==> config.mk <==
export PLATFORM = sky130hd
export DESIGN_NAME = ring_ro_sequencer_flat
export DESIGN_NICKNAME = d
export VERILOG_FILES = /design/src/rtl/ring_ro_pkg.sv /design/src/rtl/ring_ro_sequencer_if.sv /design/src/rtl/ring_ro_sequencer_next_ch_find.sv /design/src/rtl/ring_ro_sequencer.sv /design/src/flat_wrapper.sv
export SDC_FILE = /design/constraint.sdc
export NUM_CORES = 1
export LEC_CHECK = 0
export BUFFER_PORTS_ARGS = -buffer_cell sky130_fd_sc_hd__buf_2
export CAP_MARGIN = 0
export CORE_MARGIN = 4
export CORE_UTILIZATION = 45
export CTS_BUF_LIST = sky130_fd_sc_hd__clkbuf_2
export CTS_CLUSTER_DIAMETER = 200
export CTS_CLUSTER_SIZE = 10
export DETAILED_ROUTE_END_ITERATION = 6
export PLACE_DENSITY = 0.61
export SLEW_MARGIN = 20
export SYNTH_ARGS = -nofsm -noshare
export SYNTH_HDL_FRONTEND = slang
export SYNTH_SLANG_ARGS = --single-unit
==> constraint.sdc <==
create_clock -name sysclk -period 3.96 [get_ports sysclk]
set_input_delay 0.198 -clock sysclk [delete_from_list [all_inputs] [get_ports sysclk]]
set_output_delay 0.198 -clock sysclk [all_outputs]
set_load 0.02 [all_outputs]
==> src/rtl/ring_ro_pkg.sv <==
// Shared types and constants for the ring-buffer readout sequencer.
package ring_ro_pkg;

    typedef enum logic [1:0] {
        IDLE = 2'd0,
        READ = 2'd1,
        DONE = 2'd2
    } state_t;

    localparam logic DIR_BACK = 1'b0;
    localparam logic DIR_FWD  = 1'b1;

    localparam int ADDR_W_DEF = 12;
    localparam int CNT_W_DEF  = 12;

    // Channel-select width; a single-channel build still carries one bit.
    function automatic int ch_width(input int nch);
        return (nch > 1) ? $clog2(nch) : 1;
    endfunction

endpackage

==> src/rtl/ring_ro_sequencer_if.sv <==
// Control/request and RAM-side signals of the readout sequencer.
interface ring_ro_sequencer_if
    import ring_ro_pkg::*;
#(
    parameter int ADDR_W = ADDR_W_DEF,
    parameter int CNT_W  = CNT_W_DEF,
    parameter int NCH    = 4
);
    localparam int CH_W = ch_width(NCH);

    logic [ADDR_W-1:0] ain;
    logic [ADDR_W-1:0] offset_i;
    logic [CNT_W-1:0]  howmany_i;
    logic [NCH-1:0]    ch_mask_i;
    logic              dir_i;
    logic              start;
    logic              abort;
    logic              SPI_done;
    logic [ADDR_W-1:0] address;
    logic [CH_W-1:0]   ch_sel;
    logic              rd_valid;
    logic              busy;
    logic              done;
    logic              ro_done_n;

    // Sequencer side
    modport slave (
        input  ain, offset_i, howmany_i, ch_mask_i, dir_i, start, abort, SPI_done,
        output address, ch_sel, rd_valid, busy, done, ro_done_n
    );

    // Trigger/SPI control side
    modport master (
        output ain, offset_i, howmany_i, ch_mask_i, dir_i, start, abort, SPI_done,
        input  address, ch_sel, rd_valid, busy, done, ro_done_n
    );
endinterface

==> src/rtl/ring_ro_sequencer_next_ch_find.sv <==
// Finds the next higher enabled channel above cur (or the lowest one when first=1).
module next_ch_find
    import ring_ro_pkg::*;
#(
    parameter int NCH = 4,
    localparam int CH_W = ch_width(NCH)
) (
    input  logic [NCH-1:0]  mask,
    input  logic [CH_W-1:0] cur,
    input  logic            first,
    output logic [CH_W-1:0] nxt,
    output logic            none
);
    // Scan from the top down so the lowest qualifying index wins.
    always_comb begin
        nxt  = '0;
        none = 1'b1;
        for (int i = NCH - 1; i >= 0; i--) begin
            if (mask[i] && (first || (i > int'(cur)))) begin
                nxt  = CH_W'(i);
                none = 1'b0;
            end
        end
    end
endmodule

==> src/rtl/ring_ro_sequencer.sv <==
// Multi-channel ring-buffer readout sequencer: walks one address window per
// enabled channel, one word per SPI_done acknowledge.
module ring_ro_sequencer
    import ring_ro_pkg::*;
#(
    parameter int ADDR_W = ADDR_W_DEF,
    parameter int CNT_W  = CNT_W_DEF,
    parameter int NCH    = 4
) (
    input  logic               sysclk,
    input  logic               rst_n,
    ring_ro_sequencer_if.slave bus
);
    localparam int CH_W = ch_width(NCH);
    // The word count must be able to hold DEPTH itself after clamping.
    localparam int N_W = (CNT_W > ADDR_W) ? CNT_W : ADDR_W + 1;
    localparam logic [N_W-1:0] DEPTH_N = N_W'(1) << ADDR_W;

    state_t            state_q, state_d;
    logic [ADDR_W-1:0] address_q, address_d;
    logic [CH_W-1:0]   ch_q, ch_d;
    logic              rd_valid_q, rd_valid_d;
    logic              busy_q, busy_d;
    logic              done_q, done_d;
    logic              ro_done_n_q, ro_done_n_d;
    logic [N_W-1:0]    rem_q, rem_d;
    logic [N_W-1:0]    n_q, n_d;
    logic [ADDR_W-1:0] base_q, base_d;
    logic [NCH-1:0]    mask_q, mask_d;
    logic              dir_q, dir_d;

    logic [N_W-1:0]    hm_w, n_start;
    logic [ADDR_W-1:0] base_start;
    logic [NCH-1:0]    find_mask;
    logic              find_first;
    logic [CH_W-1:0]   find_nxt;
    logic              find_none;

    // Request-time word count and window base (everything wraps mod DEPTH).
    always_comb begin
        hm_w       = N_W'(bus.howmany_i);
        n_start    = (hm_w > DEPTH_N) ? DEPTH_N : hm_w;
        base_start = (bus.dir_i == DIR_FWD)
                   ? (bus.ain - bus.offset_i - n_start[ADDR_W-1:0])
                   : (bus.ain - bus.offset_i - ADDR_W'(1));
    end

    // In IDLE the search runs on the live mask to pick the first channel.
    assign find_first = (state_q == IDLE);
    assign find_mask  = (state_q == IDLE) ? bus.ch_mask_i : mask_q;

    next_ch_find #(.NCH(NCH)) u_find (
        .mask  (find_mask),
        .cur   (ch_q),
        .first (find_first),
        .nxt   (find_nxt),
        .none  (find_none)
    );

    // Next-state and next-output logic; every output is registered below.
    always_comb begin
        state_d    = state_q;
        address_d  = address_q;
        ch_d       = ch_q;
        rd_valid_d = rd_valid_q;
        done_d     = 1'b0;
        rem_d      = rem_q;
        n_d        = n_q;
        base_d     = base_q;
        mask_d     = mask_q;
        dir_d      = dir_q;

        case (state_q)
            IDLE: begin
                address_d  = '0;
                ch_d       = '0;
                rd_valid_d = 1'b0;
                rem_d      = '0;
                if (bus.start && !bus.abort) begin
                    n_d    = n_start;
                    base_d = base_start;
                    mask_d = bus.ch_mask_i;
                    dir_d  = bus.dir_i;
                    if ((n_start == '0) || find_none) begin
                        state_d = DONE;
                        done_d  = 1'b1;
                    end else begin
                        state_d    = READ;
                        ch_d       = find_nxt;
                        address_d  = base_start;
                        rem_d      = n_start;
                        rd_valid_d = 1'b1;
                    end
                end
            end
            READ: begin
                if (bus.abort) begin
                    state_d    = IDLE;
                    address_d  = '0;
                    ch_d       = '0;
                    rd_valid_d = 1'b0;
                    rem_d      = '0;
                end else if (bus.SPI_done) begin
                    if (rem_q == N_W'(1)) begin
                        if (find_none) begin
                            state_d    = DONE;
                            done_d     = 1'b1;
                            address_d  = '0;
                            ch_d       = '0;
                            rd_valid_d = 1'b0;
                            rem_d      = '0;
                        end else begin
                            // Channel switch reloads the window with no bubble.
                            ch_d      = find_nxt;
                            address_d = base_q;
                            rem_d     = n_q;
                        end
                    end else begin
                        rem_d     = rem_q - N_W'(1);
                        address_d = (dir_q == DIR_FWD) ? (address_q + ADDR_W'(1))
                                                       : (address_q - ADDR_W'(1));
                    end
                end
            end
            DONE: begin
                state_d    = IDLE;
                address_d  = '0;
                ch_d       = '0;
                rd_valid_d = 1'b0;
                rem_d      = '0;
            end
            default: begin
                state_d    = IDLE;
                address_d  = '0;
                ch_d       = '0;
                rd_valid_d = 1'b0;
                rem_d      = '0;
            end
        endcase

        busy_d      = (state_d != IDLE);
        ro_done_n_d = (state_d == READ) && (rem_d != '0);
    end

    // State, counters, latched request and registered outputs.
    always_ff @(posedge sysclk or negedge rst_n) begin
        if (!rst_n) begin
            state_q     <= IDLE;
            address_q   <= '0;
            ch_q        <= '0;
            rd_valid_q  <= 1'b0;
            busy_q      <= 1'b0;
            done_q      <= 1'b0;
            ro_done_n_q <= 1'b0;
            rem_q       <= '0;
            n_q         <= '0;
            base_q      <= '0;
            mask_q      <= '0;
            dir_q       <= DIR_BACK;
        end else begin
            state_q     <= state_d;
            address_q   <= address_d;
            ch_q        <= ch_d;
            rd_valid_q  <= rd_valid_d;
            busy_q      <= busy_d;
            done_q      <= done_d;
            ro_done_n_q <= ro_done_n_d;
            rem_q       <= rem_d;
            n_q         <= n_d;
            base_q      <= base_d;
            mask_q      <= mask_d;
            dir_q       <= dir_d;
        end
    end

    assign bus.address   = address_q;
    assign bus.ch_sel    = ch_q;
    assign bus.rd_valid  = rd_valid_q;
    assign bus.busy      = busy_q;
    assign bus.done      = done_q;
    assign bus.ro_done_n = ro_done_n_q;
endmodule

==> src/flat_wrapper.sv <==
// flat-port wrapper written by rule: the top's interface ports become plain ports
module ring_ro_sequencer_flat import ring_ro_pkg::*;
#(
    parameter int ADDR_W = ADDR_W_DEF,
    parameter int CNT_W  = CNT_W_DEF,
    parameter int NCH    = 4
)
  (sysclk, rst_n, bus_ain, bus_offset_i, bus_howmany_i, bus_ch_mask_i, bus_dir_i, bus_start, bus_abort, bus_SPI_done, bus_address, bus_ch_sel, bus_rd_valid, bus_busy, bus_done, bus_ro_done_n);
  ring_ro_sequencer_if #(.ADDR_W(ADDR_W), .CNT_W(CNT_W), .NCH(NCH)) bus_i ();
  input  logic sysclk;
  input  logic rst_n;
  input wire logic [$bits(bus_i.ain)-1:0] bus_ain;
  input wire logic [$bits(bus_i.offset_i)-1:0] bus_offset_i;
  input wire logic [$bits(bus_i.howmany_i)-1:0] bus_howmany_i;
  input wire logic [$bits(bus_i.ch_mask_i)-1:0] bus_ch_mask_i;
  input wire logic [$bits(bus_i.dir_i)-1:0] bus_dir_i;
  input wire logic [$bits(bus_i.start)-1:0] bus_start;
  input wire logic [$bits(bus_i.abort)-1:0] bus_abort;
  input wire logic [$bits(bus_i.SPI_done)-1:0] bus_SPI_done;
  output wire logic [$bits(bus_i.address)-1:0] bus_address;
  output wire logic [$bits(bus_i.ch_sel)-1:0] bus_ch_sel;
  output wire logic [$bits(bus_i.rd_valid)-1:0] bus_rd_valid;
  output wire logic [$bits(bus_i.busy)-1:0] bus_busy;
  output wire logic [$bits(bus_i.done)-1:0] bus_done;
  output wire logic [$bits(bus_i.ro_done_n)-1:0] bus_ro_done_n;
  assign bus_i.ain = bus_ain;
  assign bus_i.offset_i = bus_offset_i;
  assign bus_i.howmany_i = bus_howmany_i;
  assign bus_i.ch_mask_i = bus_ch_mask_i;
  assign bus_i.dir_i = bus_dir_i;
  assign bus_i.start = bus_start;
  assign bus_i.abort = bus_abort;
  assign bus_i.SPI_done = bus_SPI_done;
  assign bus_address = bus_i.address;
  assign bus_ch_sel = bus_i.ch_sel;
  assign bus_rd_valid = bus_i.rd_valid;
  assign bus_busy = bus_i.busy;
  assign bus_done = bus_i.done;
  assign bus_ro_done_n = bus_i.ro_done_n;
  ring_ro_sequencer #(.ADDR_W(ADDR_W), .CNT_W(CNT_W), .NCH(NCH)) u_core (.sysclk(sysclk), .rst_n(rst_n), .bus(bus_i));
endmodule
# --- Word level (Yosys, flattened, before mapping) ---
# Cells that the tools add are included.
classes:
  n_mux: 54
  n_eq_ne: 6
  add_sub_neg: 6
  div: 0
  n_lt_le_gt_ge: 4
  n_shift: 0
  bitwise: 0
  multipliers: 0
  reduce_logical: 18
op_table:
  columns: ["op", "count"]
  rows:
  - ["12-bit two-way mux", 8]
  - ["13-bit two-way mux", 7]
  - ["2-bit two-way mux", 16]
  - ["13-bit case mux with 2 select lines", 1]
  - ["12-bit case mux with 2 select lines", 1]
  - ["12-bit by 1-bit subtractor with 12-bit output, second input constant", 2]
  - ["12-bit subtractor", 2]
  - ["1-bit two-way mux", 16]
  - ["13-bit by 1-bit equality test with 1-bit output, second input constant", 1]
  - ["12-bit by 13-bit > comparator with 1-bit output, second input constant", 1]
  - ["13-bit logical NOT", 1]
  - ["13-bit nonzero test", 1]
  - ["13-bit by 1-bit subtractor with 13-bit output, second input constant", 1]
  - ["12-bit by 1-bit adder with 12-bit output, second input constant", 1]
  - ["2-bit case mux with 2 select lines", 2]
  - ["1-bit logical AND", 6]
  - ["3-bit by 2-bit != test with 1-bit output, second input constant", 2]
  - ["2-bit by 1-bit equality test with 1-bit output, second input constant", 2]
  - ["2-bit > comparator, first input constant", 2]
  - ["1-bit logical OR", 4]
  - ["4-bit two-way mux", 1]
  - ["1-bit case mux with 2 select lines", 2]
  - ["2-bit AND reduction", 2]
  - ["3-bit != test, second input constant", 1]
  - ["5 further kinds", 5]
word_totals:
  latch_bits: 0
  output_inout_bits: 18
  regBits: 63
  memories: 0
  in_bits: 46
  ram_bits: 0
  romBits: 0

# --- Longest topological paths before layout ---
logic_depth:
  word_depth: 14
  mapped_depth: 17

# --- By module ---
# From an unflattened synthesis, not the netlist that was laid out.
hier_totals:
  hier_cells: 582
  hier_area_um2: 4767.1
by_module_without_submodules:
  columns: ["module", "area_per_inst_um2", "n_inst", "cells_per_inst"]
  rows:
  - ["ring_ro_sequencer", 4680.7, 1, 567]
  - ["next_ch_find", 86.3, 1, 15]

# --- Worst setup path before layout ---
# Ideal clock, no wire load.
synth_path:
  kind: "input -> register"
  startpoint: "in bus_ain[0]"
  endpoint: "reg u_core.address_q[11], in the netlist u_core.bus.address[11]"
  path_slack_ns: 0.803
  t_required_ns: 3.876
  path_stages: 17
  setup_time_ns: 0.084
  arrival_ns: 3.074
  path_cell_list: "inv_1 -> ha_1 -> inv_1 -> fa_1 -> a21o_1 -> a21oi_1 -> o21bai_1 -> a21oi_1 -> xnor2_1 -> ha_1 -> or3_1 -> o21ai_0 -> inv_1 -> o211a_1 -> o41ai_1 -> xnor3_1 -> o22ai_1"
synth_between:
  elab_chain_cells: 6
synth_lines:
  columns: ["element", "line_no", "text"]
  rows:
  - ["start: declaration", "flat_wrapper.sv:12", "input wire logic [$bits(bus_i.ain)-1:0] bus_ain;"]
  - ["12-bit subtractor *", "ring_ro_sequencer.sv:44, ring_ro_sequencer.sv:45", null]
  - ["12-bit by 1-bit subtractor with 12-bit output or 12-bit subtractor (tied branches)", "ring_ro_sequencer.sv:45, ring_ro_sequencer.sv:44", null]
  - ["12-bit two-way mux *", "ring_ro_sequencer.sv:44", "? (bus.ain - bus.offset_i - n_start[ADDR_W-1:0])"]
  - ["12-bit two-way mux *", "ring_ro_sequencer.sv:84", "if ((n_start == '0) || find_none) begin"]
  - ["12-bit two-way mux *", "ring_ro_sequencer.sv:79", "if (bus.start && !bus.abort) begin"]
  - ["12-bit case mux with 2 select lines *", "ring_ro_sequencer.sv:73", "case (state_q)"]
  - ["end signal: assignment", "ring_ro_sequencer.sv:162", "address_q <= address_d;"]
  - ["end: declaration", "ring_ro_sequencer.sv:20", "logic [ADDR_W-1:0] address_q, address_d;"]
# Mark *: on every way between the ends. The rest lies on a longest branch, timed or not.
# A chain may end at the register's enable or synchronous reset.

# --- Worst setup path in the final report ---
# Ends and elaborated chain as after synthesis.

==> metrics.log <==
INFO  metric outcome = completed
INFO  metric grt_max_degree = 62
INFO  metric crit_path_capture_type = flop
INFO  metric clk_latency = 0.51 ns
INFO  metric grt_first_pass_wirelength = 22,300 µm
INFO  metric worst_slew_pin_slew = 1.05 ns
INFO  metric post-cts-setup-buffers = 0
INFO  metric hp-start = bus_ch_mask_i[0]
INFO  metric post_synth_instance_area = 4690 µm²
INFO  metric root_buffer = sky130_fd_sc_hd__clkbuf_2
INFO  metric holdCritPathClass = input pin to flop
INFO  metric vias_in_the_first_global_route = 4,521
INFO  metric grt_setup_unrepaired = false
INFO  metric drc_errors = 0
INFO  metric clk_pin_slew_worst_paths = 0.20 ns
INFO  metric critPathKind = input pin to flop
INFO  metric timing.max_cap.violations = 0
INFO  metric fmax = 0.327 GHz
INFO  metric whs_path_depth = 4
INFO  metric r2r.worst_path.cells = 9
INFO  metric cp_data_required_time = 4.38 ns
INFO  metric maxSlewHeadroom = 29.9%
INFO  metric final.period_utilization = 77.3%
INFO  metric layout.filler_cells = 1,005
INFO  metric critPathLaunchType = input pin
INFO  metric core-area = 10,200 µm²
INFO  metric cts_repair_resize_count = 0
INFO  metric cp_data_arrival_time = 3.48 ns
INFO  metric rr_startpoint = u_core.rem_q[0]
INFO  metric gr-total-overflow = 0
INFO  metric wire_length_per_cell = 17.1 µm
INFO  metric routabilityCongestion = 0.895
INFO  metric yosys_warnings = 0
INFO  metric syn-instance-count = 576
INFO  metric cts_num_sinks = 61
INFO  metric setup_viol = 0
INFO  metric buffer_ports.inserted = 63
INFO  metric seq_area_frac_synth = 32.6%
INFO  metric detail_route.iter0.violations = 249
INFO  metric power_density = 494 nW/µm²
INFO  metric initial_utilization = 45.8%
INFO  metric timing.critical_path.fanout_max = 3
INFO  metric grt_use_total = 23.6%
INFO  metric io_pins = 64
INFO  metric placement_rows = 37
INFO  metric setup_total_negative_slack = 0 ns
INFO  metric routed_wl = 13,600 µm
INFO  metric die-area = 12,100 µm²
INFO  metric numCtsBuffers = 9
INFO  metric hold_viol_final = 0
INFO  metric detailroute.via_count = 4,522
INFO  metric clock_tree.htree_level_count = 3
INFO  metric cts_tree = yes
INFO  metric worst-r2r-setup-slack = 1.14 ns
INFO  metric syn_area_per_cell = 8.14 µm²
INFO  metric place.detailed.hpwl = 9910 µm
INFO  metric async_flop_share = 100%
INFO  metric ys_types = 67
INFO  metric synth_nets = 659
INFO  metric hold_path_end = u_core.bus.ch_sel[0]
INFO  metric cts.path.max_buffers = 2
INFO  metric final.setup_skew = 0.0462 ns
INFO  metric antenna_found_initial = 0
INFO  metric r2r-end = u_core.bus.ro_done_n
INFO  metric worst_hold_slack = 0.0333 ns
INFO  metric count_of_tritonroute_iterations_in_the_first_routing_pass = 5
INFO  metric area_delta_synth_final = 16.4%
INFO  metric drive_gt1_share = 16.4%
INFO  metric timing.final.max_slew_violations = 0
INFO  metric final.min_clock_period = 3.06 ns
INFO  metric synth-main-ff-cell = sky130_fd_sc_hd__dfrtp_1
INFO  metric die-height = 110 µm
INFO  metric antenna_cells = 0
INFO  metric floorplan.die.width = 110 µm
INFO  metric layout.nets = 736
INFO  metric synth_edf_count = 0
INFO  metric cts_hold_repair.buffers = 17
INFO  metric vias_per_cell = 5.70
INFO  metric postRouteAntennaNets = 0
INFO  metric vdd.ir_drop.worst = 0.000208 V
INFO  metric static-leakage-power = 2.58 nW
INFO  metric yosys_register_bits = 61
==> worst max-delay path: stages <==
cell and delay, ns:
sky130_fd_sc_hd__buf_2 0.09, sky130_fd_sc_hd__inv_1 0.04, sky130_fd_sc_hd__ha_1 0.14, sky130_fd_sc_hd__inv_1 0.05
sky130_fd_sc_hd__fa_1 0.40, sky130_fd_sc_hd__a21o_1 0.17, sky130_fd_sc_hd__a21oi_1 0.21, sky130_fd_sc_hd__o21bai_1 0.09
sky130_fd_sc_hd__a21oi_1 0.23, sky130_fd_sc_hd__xnor2_1 0.17, sky130_fd_sc_hd__ha_1 0.28, sky130_fd_sc_hd__or3_1 0.30
sky130_fd_sc_hd__o21ai_0 0.08, sky130_fd_sc_hd__inv_1 0.08, sky130_fd_sc_hd__o211a_1 0.16, sky130_fd_sc_hd__o41ai_1 0.29
sky130_fd_sc_hd__xnor3_1 0.30, sky130_fd_sc_hd__o22ai_1 0.18
==> per-stage QoR <==
step,worst slack (ns),utilization (%),instance area (µm²),instances,power (W)
after floorplan,0.803,-,4690,576,0.00187
after global placement,0.493,50.4,5150,761,0.00221
after detailed placement,0.397,50.4,5150,761,0.00223
after CTS,0.893,53.3,5460,794,0.00270
after global routing,0.618,53.3,5460,794,0.00292
final,0.899,53.3,5460,794,0.00269
==> kinds of logic after synthesis <==
| kind of cell | synth area share, % |
|---|---|
| and+or+nand+nor | 24.7 |
| AOI/OAI and AO/OA | 22.8 |
| DFF | 32.6 |
| buffers and inverters | 4.99 |
| adders and majority gates | 10.4 |
| xor gates and xnor gates | 4.22 |
| muxes | 0.427 |
==> synthesized netlist by cell type (all sizes together) (4+ instances only) <==
cell    number  area [µm²]
o31ai        4        30.0
clkbuf      18        67.6
nand2      108         405
xor2         7        61.3
a31oi       14        87.6
o21ai       52         260
nor4        10        96.4
inv         35         131
nor3        17        90.1
nor2b        7        43.8
buf          5        31.3
o31a         5        43.8
a32oi        4        35.0
ha          34         425
a221oi       9        78.8
a21oi       23         119
or2          6        37.5
o21bai       4        30.0
nor3b        4        30.0
o22ai        5        31.3
or3         11        68.8
xnor2       13         114
dfrtp       61        1530
nand3       17        90.1
nor2        36         135
o21a        12        90.1
nand2b       5        31.3
==> cells in the final DEF, fill, tap and decap left out, drive strengths merged, types with 7 or more instances in the layout <==
cell type    netlist  layout
nand2            108     108
buf                5      72
dfrtp             61      61
o21ai             52      52
nor2              36      36
inv               35      36
ha                34      34
a21oi             23      23
dlygate4sd3        0      17
nand3             17      17
nor3              17      17
a31oi             14      14
xnor2             13      13
o21a              12      12
or3               11      11
nor4              10      10
a221oi             9       9
clkbuf            18       9
nor2b              7       7
xor2               7       7
==> metal layers <==
layer / vias up / part of all wire, % / GRT usage [%]
li1: 2231 / - / -
met1: 2166 / 44 / 31.0
met2: 106 / 49 / 39.7
met3: 19 / 4.3 / 3.67
met4: 0 / 1.9 / 7.66
met5: - / 0 / 0
==> worst max path at each step <==
| stage | end | cells past startpoint | slack (ns) | start |
|---|---|---|---|---|
| final | u_core.bus.address[11] | 18 | 0.90 | bus_ain[0] |
| after CTS | u_core.bus.address[11] | 18 | 0.89 | bus_ain[0] |
| after global routing | u_core.bus.address[11] | 18 | 0.62 | bus_ain[0] |
| after global placement | u_core.base_q[11] | 18 | 0.49 | bus_ain[0] |
| after detailed placement | u_core.bus.address[11] | 18 | 0.40 | bus_ain[0] |
| after floorplan | u_core.bus.address[11] | 17 | 0.80 | bus_ain[0] |
==> cell type report <==
| class | instances | area (µm²) | area share [%] |
|---|---|---|---|
| clock inverter | 7 | 88.8 | 1.63 |
| sequential | 61 | 1530 | 28.0 |
| multi-input combinational | 456 | 2940 | 53.8 |
| timing repair buffer | 89 | 553 | 10.1 |
| inverter | 36 | 135 | 2.48 |
| clock buffer | 9 | 45.0 | 0.825 |
| tap | 136 | 170 | 3.12 |
==> sequential cells by signal, summed over array words and instances, names as in the netlist, 2 cells and up <==
signal and count:
u_core.n_q 12, u_core.bus.address 12, u_core.bus.ch_sel 2, u_core.mask_q 3
u_core.base_q 12, u_core.state_q 2, u_core.rem_q 13
==> where the power goes <==
group	switching, W	total, W	internal [W]
sequential	0.000121	0.000900	0.000779
combinational	0.000778	0.00134	0.000559
clock	0.000252	0.000458	0.000206
total	0.00115	0.00269	0.00154
Note: power is estimated with default switching activity, not from simulation.
